[src/rtl/dvsi_sensor_emu.sv]
// DVS image sensor emulator for the DVSI pad interface: tracks the row/column
// address pins and produces LFSR-driven ON/OFF events for the addressed pixel group.
module dvsi_sensor_emu #(
  parameter int          ROWS       = 64,
  parameter int          COL_GROUPS = 16,
  parameter logic [15:0] SEED       = 16'hACE1
) (
  input  logic       clk_i,
  input  logic       rst_ni,
  input  logic       dvsi_asa_i,
  input  logic       dvsi_are_i,
  input  logic       dvsi_asy_i,
  input  logic       dvsi_ynrst_i,
  input  logic       dvsi_yclk_i,
  input  logic       dvsi_sxy_i,
  input  logic       dvsi_xclk_i,
  input  logic       dvsi_xnrst_i,
  input  logic [7:0] dvsi_cfg_i,
  output logic [7:0] dvsi_xydata_o,
  output logic [3:0] dvsi_on_o,
  output logic [3:0] dvsi_off_o,
  output logic [15:0] frame_cnt_o
);

  localparam logic [7:0]  ROW_LAST = 8'(ROWS - 1);
  localparam logic [7:0]  COL_LAST = 8'(COL_GROUPS - 1);
  // The active-low pointer resets idle high, so their sync stages reset to 1.
  localparam logic [15:0] SYNC_RST = 16'h0011;

  logic [15:0] pin_raw, sync_1, sync_2;
  logic [3:0]  edge_dly;
  logic        xnrst_s, xclk_s, sxy_s, yclk_s, ynrst_s, asy_s, are_s, asa_s;
  logic [7:0]  cfg_s;
  logic        x_rise, y_rise, asy_rise, are_rise;
  logic [7:0]  row, col;
  logic [15:0] frame_cnt;
  logic [15:0] lfsr, lfsr_next;
  logic [3:0]  on_c, off_c;
  logic [3:0]  on_thr, off_lim, nib;

  assign pin_raw = {dvsi_cfg_i, dvsi_asa_i, dvsi_are_i, dvsi_asy_i, dvsi_ynrst_i,
                    dvsi_yclk_i, dvsi_sxy_i, dvsi_xclk_i, dvsi_xnrst_i};

  always_ff @(posedge clk_i or negedge rst_ni) begin
    if (!rst_ni) begin
      sync_1   <= SYNC_RST;
      sync_2   <= SYNC_RST;
      edge_dly <= '0;
    end else begin
      sync_1   <= pin_raw;
      sync_2   <= sync_1;
      edge_dly <= {are_s, asy_s, yclk_s, xclk_s};
    end
  end

  assign xnrst_s = sync_2[0];
  assign xclk_s  = sync_2[1];
  assign sxy_s   = sync_2[2];
  assign yclk_s  = sync_2[3];
  assign ynrst_s = sync_2[4];
  assign asy_s   = sync_2[5];
  assign are_s   = sync_2[6];
  assign asa_s   = sync_2[7];
  assign cfg_s   = sync_2[15:8];

  assign x_rise   = xclk_s & ~edge_dly[0];
  assign y_rise   = yclk_s & ~edge_dly[1];
  assign asy_rise = asy_s  & ~edge_dly[2];
  assign are_rise = are_s  & ~edge_dly[3];

  assign lfsr_next = {lfsr[14:0], lfsr[15] ^ lfsr[13] ^ lfsr[12] ^ lfsr[10]};

  // Address counters and frame count; array reset overrides both pointers.
  always_ff @(posedge clk_i or negedge rst_ni) begin
    if (!rst_ni) begin
      row       <= '0;
      col       <= '0;
      frame_cnt <= '0;
    end else if (are_rise) begin
      row <= '0;
      col <= '0;
    end else begin
      if (!ynrst_s) begin
        row <= '0;
      end else if (y_rise) begin
        if (row == ROW_LAST) begin
          row       <= '0;
          frame_cnt <= frame_cnt + 16'd1;
        end else begin
          row <= row + 8'd1;
        end
      end
      if (!xnrst_s) begin
        col <= '0;
      end else if (x_rise) begin
        col <= (col == COL_LAST) ? 8'd0 : col + 8'd1;
      end
    end
  end

  always_ff @(posedge clk_i or negedge rst_ni) begin
    if (!rst_ni) begin
      lfsr <= SEED;
    end else if (are_rise || asy_rise) begin
      lfsr <= SEED;
    end else if (x_rise && xnrst_s && asa_s) begin
      lfsr <= lfsr_next;
    end
  end

  // A nibble fires ON below the ON threshold, OFF within the top cfg[7:4] codes.
  always_comb begin
    on_c    = '0;
    off_c   = '0;
    nib     = '0;
    on_thr  = cfg_s[3:0];
    off_lim = 4'hF - cfg_s[7:4];
    for (int i = 0; i < 4; i++) begin
      nib      = lfsr[4*i +: 4];
      on_c[i]  = nib < on_thr;
      off_c[i] = !on_c[i] && (nib > off_lim);
    end
  end

  always_ff @(posedge clk_i or negedge rst_ni) begin
    if (!rst_ni) begin
      dvsi_on_o     <= '0;
      dvsi_off_o    <= '0;
      dvsi_xydata_o <= '0;
    end else begin
      dvsi_on_o     <= asa_s ? on_c  : 4'd0;
      dvsi_off_o    <= asa_s ? off_c : 4'd0;
      dvsi_xydata_o <= sxy_s ? col : row;
    end
  end

  assign frame_cnt_o = frame_cnt;

endmodule

[config.mk]
export PLATFORM = sky130hd
export DESIGN_NAME = dvsi_sensor_emu
export DESIGN_NICKNAME = d
export VERILOG_FILES = /design/src/rtl/dvsi_sensor_emu.sv
export SDC_FILE = /design/constraint.sdc
export NUM_CORES = 1
export LEC_CHECK = 0
export BUFFER_PORTS_ARGS = -buffer_cell sky130_fd_sc_hd__buf_2
export CAP_MARGIN = 20
export CELL_PAD_IN_SITES_DETAIL_PLACEMENT = 0
export CELL_PAD_IN_SITES_GLOBAL_PLACEMENT = 2
export CORE_ASPECT_RATIO = 0.6
export CORE_UTILIZATION = 42
export CTS_CLUSTER_DIAMETER = 40
export CTS_CLUSTER_SIZE = 24
export DETAILED_ROUTE_END_ITERATION = 10
export PLACE_DENSITY_LB_ADDON = 0.05
export RECOVER_POWER = 25
export SYNTH_ARGS = -nofsm -noshare
export SYNTH_HDL_FRONTEND = slang
export SYNTH_SLANG_ARGS = --single-unit
[constraint.sdc]
create_clock -name clk_i -period 3.5 [get_ports clk_i]
set_input_delay 0.525 -clock clk_i [delete_from_list [all_inputs] [get_ports clk_i]]
set_output_delay 0.525 -clock clk_i [all_outputs]
set_load 0.005 [all_outputs]
==> flow_summary.toml, run 1 <==
[grt]
grt_max_degree = 48
grt_pass1_wl_um = 14920
grtUsageTotal = 0.1846
grt_pass1_vias = 2709
grt_remaining_overflow = 0
antenna_found_initial = 0

[cells_and_area]
antenna_cells = 0
drive_above_1_share = 0.2059
final_common_cell = "dfrtp_1"
fin_area_sq_mm = 0.005082
nets = 486
syn_to_final_growth_pct = 14.88
final_cell_mix = "dfrtp_1 (88), nand2_1 (47), buf_2 (47), ha_1 (31), a21oi_1 (21)"

[clock_network]
htree_levels = 3
tritoncts = "done"
clockBufferDepth = 2
hold_buffers = 0
cts_resized = 0
insertion_delay_ps = 340
cts_root_buffer = "clkbuf_16"
cts_inserted_buffers = 9
path_clk_slew_ps = 70
clock-sinks = 100
cts_setup_buffers = 0

[flow_run]
timing.max_cap.violations = 0

[detailed_routing]
ant_nets = 0
wirelength_um = 9100
drc = 0
drt_pre_antenna_iters = 4
viasPerCell = 5.049
num_vias = 2913
avgRoutedWirePerCell_um = 15.77
initialDrtViolationCount = 178

[floorplan]
row_count = 28
pin_count = 50
core_sq_mm = 0.01005
die_w_um = 134.5
fp.dieH_um = 81.50
die-area_sq_mm = 0.01096
initial_core_util = 0.4400

[hold_path]
hold_class = "input pin to async pin"

[timing]
min_period_over_period = 0.5377
finalClockSkew_ps = 7.944
fmax_mhz = 531.4
worst_slew_pin_slew_ps = 660.2
min_period_ps = 1882
worst_slack_ps = 1618
final_max_slew_viol_count = 0
finalSetupTns_ps = 0
relSlewSlack = 0.5586
rsz0062_at_grt = "no"
whs_ps = 185.2
hold_violations = 0
setup_viol = 0

[critical_path]
crit_required_ps = 3720
crit_type = "flip-flop to flip-flop"
end_kind = "flip-flop"
cp-start-kind = "flip-flop"
cp_max_fo = 10
worstPathArrival_ps = 2100

[place]
preCtsSetupSlack_ps = 1639
io_buffers = 49
place_congestion = 0.7681
place_area_sq_mm = 0.004800
dp_hpwl_um = 6498

[synth]
ys_seq_elements = 100
syn_nets = 435
syn_area_sq_mm = 0.004424
avgSynthCellArea_sq_um = 11.46
ys_seq_area_frac = 0.5690
yosysUniqueCellTypes = 42
syn_inst = 386
ys.warnings.count = 0
async_flop_share = 1.000
synth-edff-count = 0
ys.flop_type = "dfrtp_1"

[power]
irDropWorstVdd_mv = 0.2764
total_power_mw = 2.331
p_per_area_mw_per_mm2 = 458.7
p_leak_nw = 2.471

[outcome]
outcome = "finished, final reports clean"
worst max-delay path: stages (launching register included):
cell and delay (ps):
dfrtp_1 420, nor4b_2 410, and4_1 510, nand2b_1 330, nor2_1 90
report_power, final:
part           switching, mW  internal, mW
combinational         0.0915        0.0604
sequential            0.0302          1.20
clock                  0.456         0.495
worst paths after layout:
kind / to / start / slack [ps] / cells past startpoint
worst max register to register: row[5] / row[6] / 1620 / 4
worst min register to register: sync_2[10] / sync_1[10] / 350 / 0
worst min-delay path: row[0] / rst_ni / 190 / 1
min in group clk_i: sync_1[8] / dvsi_cfg_i[0] / 280 / 1
worst max-delay path: row[5] / row[6] / 1620 / 4
max in group asynchronous: sync_1[4] / rst_ni / 2500 / 2
area by class of cell:
| class | count | area, sq um |
|---|---|---|
| fillers | 892 | 4972 |
| clock inverters | 7 | 58.81 |
| repair buffers | 51 | 261.5 |
| clock buffers | 9 | 225.2 |
| well taps | 135 | 168.9 |
| flip-flops and latches | 100 | 2517 |
| multi-input cells | 257 | 1783 |
| inverters | 18 | 67.56 |
cell families (layout without fill, tap and decap cells):
| kind of cell | count (synthesis) | in the layout | synth area share |
|---|---|---|---|
| adders and majority gates | 31 | 31 | 0.08767 |
| muxes | 10 | 10 | 0.02602 |
| AOI/OAI and AO/OA | 56 | 56 | 0.08003 |
| DFF | 100 | 100 | 0.5690 |
| xor gates and xnor gates | 27 | 27 | 0.05345 |
| buffers and inverters | 29 | 85 | 0.02800 |
| and+or+nand+nor | 133 | 133 | 0.1558 |
cell usage after synthesis, types with 2 or more instances:
master / number / area share
nand4_1: 12 / 0.017
dfstp_2: 12 / 0.071
nor2b_1: 5 / 0.0071
xor2_1: 10 / 0.020
a31oi_1: 5 / 0.0071
clkbuf_1: 6 / 0.0051
dfrtp_1: 88 / 0.50
a311oi_1: 3 / 0.0059
and2_1: 5 / 0.0071
buf_2: 3 / 0.0034
inv_1: 18 / 0.015
mux2_2: 8 / 0.020
o21ai_1: 2 / 0.0023
a21oi_1: 21 / 0.024
a211oi_1: 3 / 0.0051
o21ai_0: 7 / 0.0079
o211ai_1: 3 / 0.0051
nand2b_1: 9 / 0.013
nor3_1: 5 / 0.0057
xnor2_1: 17 / 0.034
o21a_1: 7 / 0.012
ha_1: 31 / 0.088
nor2_1: 12 / 0.010
and4_1: 4 / 0.0079
nand2_1: 47 / 0.040
and3_1: 8 / 0.011
nand3_1: 20 / 0.023
flip-flops by register name, indices dropped and copies added (netlist names):
register	count
col	8
dvsi_off_o	4
dvsi_on_o	4
dvsi_xydata_o	8
edge_dly	4
frame_cnt_o	16
lfsr	16
row	8
sync_1	16
sync_2	16
metrics by stage:
stage / instances / util
after global placement: 561 / 0.4774
after global routing: 577 / 0.5055
final: 577 / 0.5055
after detailed placement: 561 / 0.4774
after CTS: 577 / 0.5056
after floorplan: 386 / -
per-layer routing:
metal  vias up  track usage  wire (um)
met1      1379       0.3063       5137
met3         7      0.05370        648
li1       1450            -          -
met2        77       0.2212       3238
met5         -            0          0
met4         0      0.04382         76
(Power assumes the default switching activity.)
==> run 2: changes to the inputs <==
--- a/config.mk
+++ b/config.mk
@@ -5,12 +5,13 @@
 export SDC_FILE = /design/constraint.sdc
 export NUM_CORES = 1
 export LEC_CHECK = 0
+export ABC_AREA = 1
 export BUFFER_PORTS_ARGS = -buffer_cell sky130_fd_sc_hd__buf_2
 export CAP_MARGIN = 20
 export CELL_PAD_IN_SITES_DETAIL_PLACEMENT = 0
 export CELL_PAD_IN_SITES_GLOBAL_PLACEMENT = 2
 export CORE_ASPECT_RATIO = 0.6
-export CORE_UTILIZATION = 42
+export CORE_UTILIZATION = 33
 export CTS_CLUSTER_DIAMETER = 40
 export CTS_CLUSTER_SIZE = 24
 export DETAILED_ROUTE_END_ITERATION = 10
==> constraint.sdc (replaced) <==
create_clock -name clk_i -period 1.6 [get_ports clk_i]
set_input_delay 0.24 -clock clk_i [delete_from_list [all_inputs] [get_ports clk_i]]
set_output_delay 0.24 -clock clk_i [all_outputs]
set_load 0.005 [all_outputs]
==> flow_summary.toml, run 2 <==
[outcome]
outcome = "finished, final reports clean"

[detailed_routing]
ant_nets = 0
drt_pre_antenna_iters = 5
wirelength_um = 10930
num_vias = 3426
avgRoutedWirePerCell_um = 13.98
drc = 0
viasPerCell = 4.381
initialDrtViolationCount = 166

[floorplan]
row_count = 33
initial_core_util = 0.3389
die-area_sq_mm = 0.01457
fp.dieH_um = 93.91
core_sq_mm = 0.01371
pin_count = 50
die_w_um = 155.2

[grt]
use_met3 = 0.03736
grt_remaining_overflow = 0
grt_use_met2 = 0.2027
grt.busiest_layer = "met1"
grt_max_degree = 41
grt_pass1_vias = 3300
grt_pass1_wl_um = 17840
gr-usage-met1 = 0.2712
antenna_found_initial = 0
grtUsageTotal = 0.1634

[synth]
ys.warnings.count = 0
ys_top_cells_by_count = "nand2_1 (108), dfrtp_1 (88), inv_1 (70)"
syn_inst = 488
yosysUniqueCellTypes = 33
synth_most_common_cell = "nand2_1"
syn_area_sq_mm = 0.004646
yosys.area.top_type = "dfrtp_1"
syn_nets = 537
ys_seq_area_frac = 0.5419
ys.flop_type = "dfrtp_1"
avgSynthCellArea_sq_um = 9.520
ys_seq_elements = 100
synth_top_area_share = 0.4740
synth-edff-count = 0
yosys-top-cells-area = "dfrtp_1 (47%), nand2_1 (8.7%), ha_1 (8.3%), dfstp_2 (6.8%), inv_1 (5.7%)"
async_flop_share = 1.000

[timing]
fmax_mhz = 671.7
min_period_ps = 1489
finalClockSkew_ps = 8.816
finalSetupTns_ps = 0
final_max_slew_viol_count = 0
relSlewSlack = 0.4385
worst_slew_pin_slew_ps = 842.3
whs_ps = 351.0
min_period_over_period = 0.9304
setup_viol = 0
hold_violations = 0

[place]
io_buffers = 49
place_congestion = 0.7740
place_area_sq_mm = 0.005256
dp_hpwl_um = 8019
dp_cells = 742

[power]
total_power_mw = 5.490
p_leak_nw = 2.934
irDropWorstVdd_mv = 0.4054
p_per_area_mw_per_mm2 = 939.4

[cells_and_area]
syn_to_final_growth_pct = 25.80
drive_above_1_share = 0.2153
antenna_cells = 0
fin_area_sq_mm = 0.005844
final_cell_mix = "nand2_1 (107), dfrtp_1 (88), inv_1 (70), buf_2 (48), nor2_1 (34)"
nets = 634
final_common_cell = "nand2_1"
stdcell_count = 782

[clock_network]
clockBufferDepth = 2
cts_root_buffer = "clkbuf_16"
insertion_delay_ps = 350
htree_levels = 3
path_clk_slew_ps = 70
cts_inserted_buffers = 9
clock-sinks = 100
tritoncts = "done"

[critical_path]
crit_chain = "ha_4 -> nand3_4 -> nor2_4 -> nand2_4 -> nor2_8 -> buf_12 -> nand3_2 -> nand2_1"
critical_path_buf_inv_count = 1
cpPeakStageDelay_ps = 410
worstPathArrival_ps = 1770
crit_type = "flip-flop to flip-flop"
critPathTopFamily = "simple AND/OR/NAND/NOR gates"
crit_required_ps = 1880
end_kind = "flip-flop"
cp_max_fo = 8
cp-start-kind = "flip-flop"
slowest_stage = "dfrtp_1"

[hold_path]
hold_class = "flip-flop to flip-flop"

[flow_run]
timing.max_cap.violations = 0
run 2: cell types whose count changed in the layout (fill, tap and decap cells not counted), sizes merged, moves of 7 or more:
| cell | change |
|---|---|
| nand2b | -9 |
| xnor2 | -12 |
| inv | +55 |
| nand3 | +7 |
| mux2 | -9 |
| nand2 | +64 |
| dlygate4sd3 | +17 |
| buf | +22 |
| o21ai | +16 |
| nor2 | +32 |
| o22ai | +7 |
| and3 | -8 |
run 2: path summary, 6_finish.rpt:
kind | slack, ps | startpoint | cells past startpoint | end
max | 110 | row[1] | 8 | frame_cnt_o[3]
max reg2reg | 110 | row[1] | 8 | frame_cnt_o[3]
min reg2reg | 350 | sync_1[12] | 0 | sync_2[12]
min | 350 | sync_1[12] | 0 | sync_2[12]
max in group asynchronous | 280 | rst_ni | 3 | col[7]
min in group asynchronous | 510 | rst_ni | 2 | col[4]
run 2: what timing repair did:
action	CTS	global route
hold buffers	17	0
endpoints found under the setup margin	0	22
resized for setup	0	8
buffers inserted	0	6
hold endpoints to repair	25	0
run 2: kinds of logic (layout without fill, tap and decap cells):
group,Yosys count,after routing,share of synthesized area
AO/OA/AOI/OAI,65,65,0.07864
XOR/XNOR,12,12,0.02262
adder cells (fa/ha/maj),31,31,0.08349
buffers and inverters,78,179,0.06706
flip-flops,100,100,0.5419
AND/OR/NAND/NOR,202,203,0.2063
run 2: layout make-up:
type / instances / area, sq um
Clock buffer: 9 / 225.2
Clock inverter: 7 / 90.09
Fill cell: 1359 / 7864
Inverter: 73 / 274.0
Multi-Input combinational cell: 311 / 1866
Sequential cell: 100 / 2517
Tap cell: 192 / 240.2
Timing Repair Buffer: 90 / 631.9
run 2: routing by layer:
layer / vias up / wire length, um
met5: - / 0
met4: 0 / 78
met3: 10 / 400
met2: 67 / 3863
met1: 1585 / 6589
li1: 1764 / -
run 2: per-stage QoR:
stage	utilization	setup slack, ps
floorplan	-	185.4
finish	0.4263	111.3
global placement	0.3834	57.62
detailed placement	0.3834	18.90
global route	0.4263	-0.8883
CTS	0.4189	9.360
run 2: report_power, final:
group | leakage, nW | total (mW) | internal (mW) | switching, mW
clock | 0.156 | 2.31 | 1.26 | 1.05
combinational | 1.51 | 0.477 | 0.209 | 0.268
sequential | 1.27 | 2.70 | 2.63 | 0.0692
total | 2.93 | 5.49 | 4.10 | 1.39
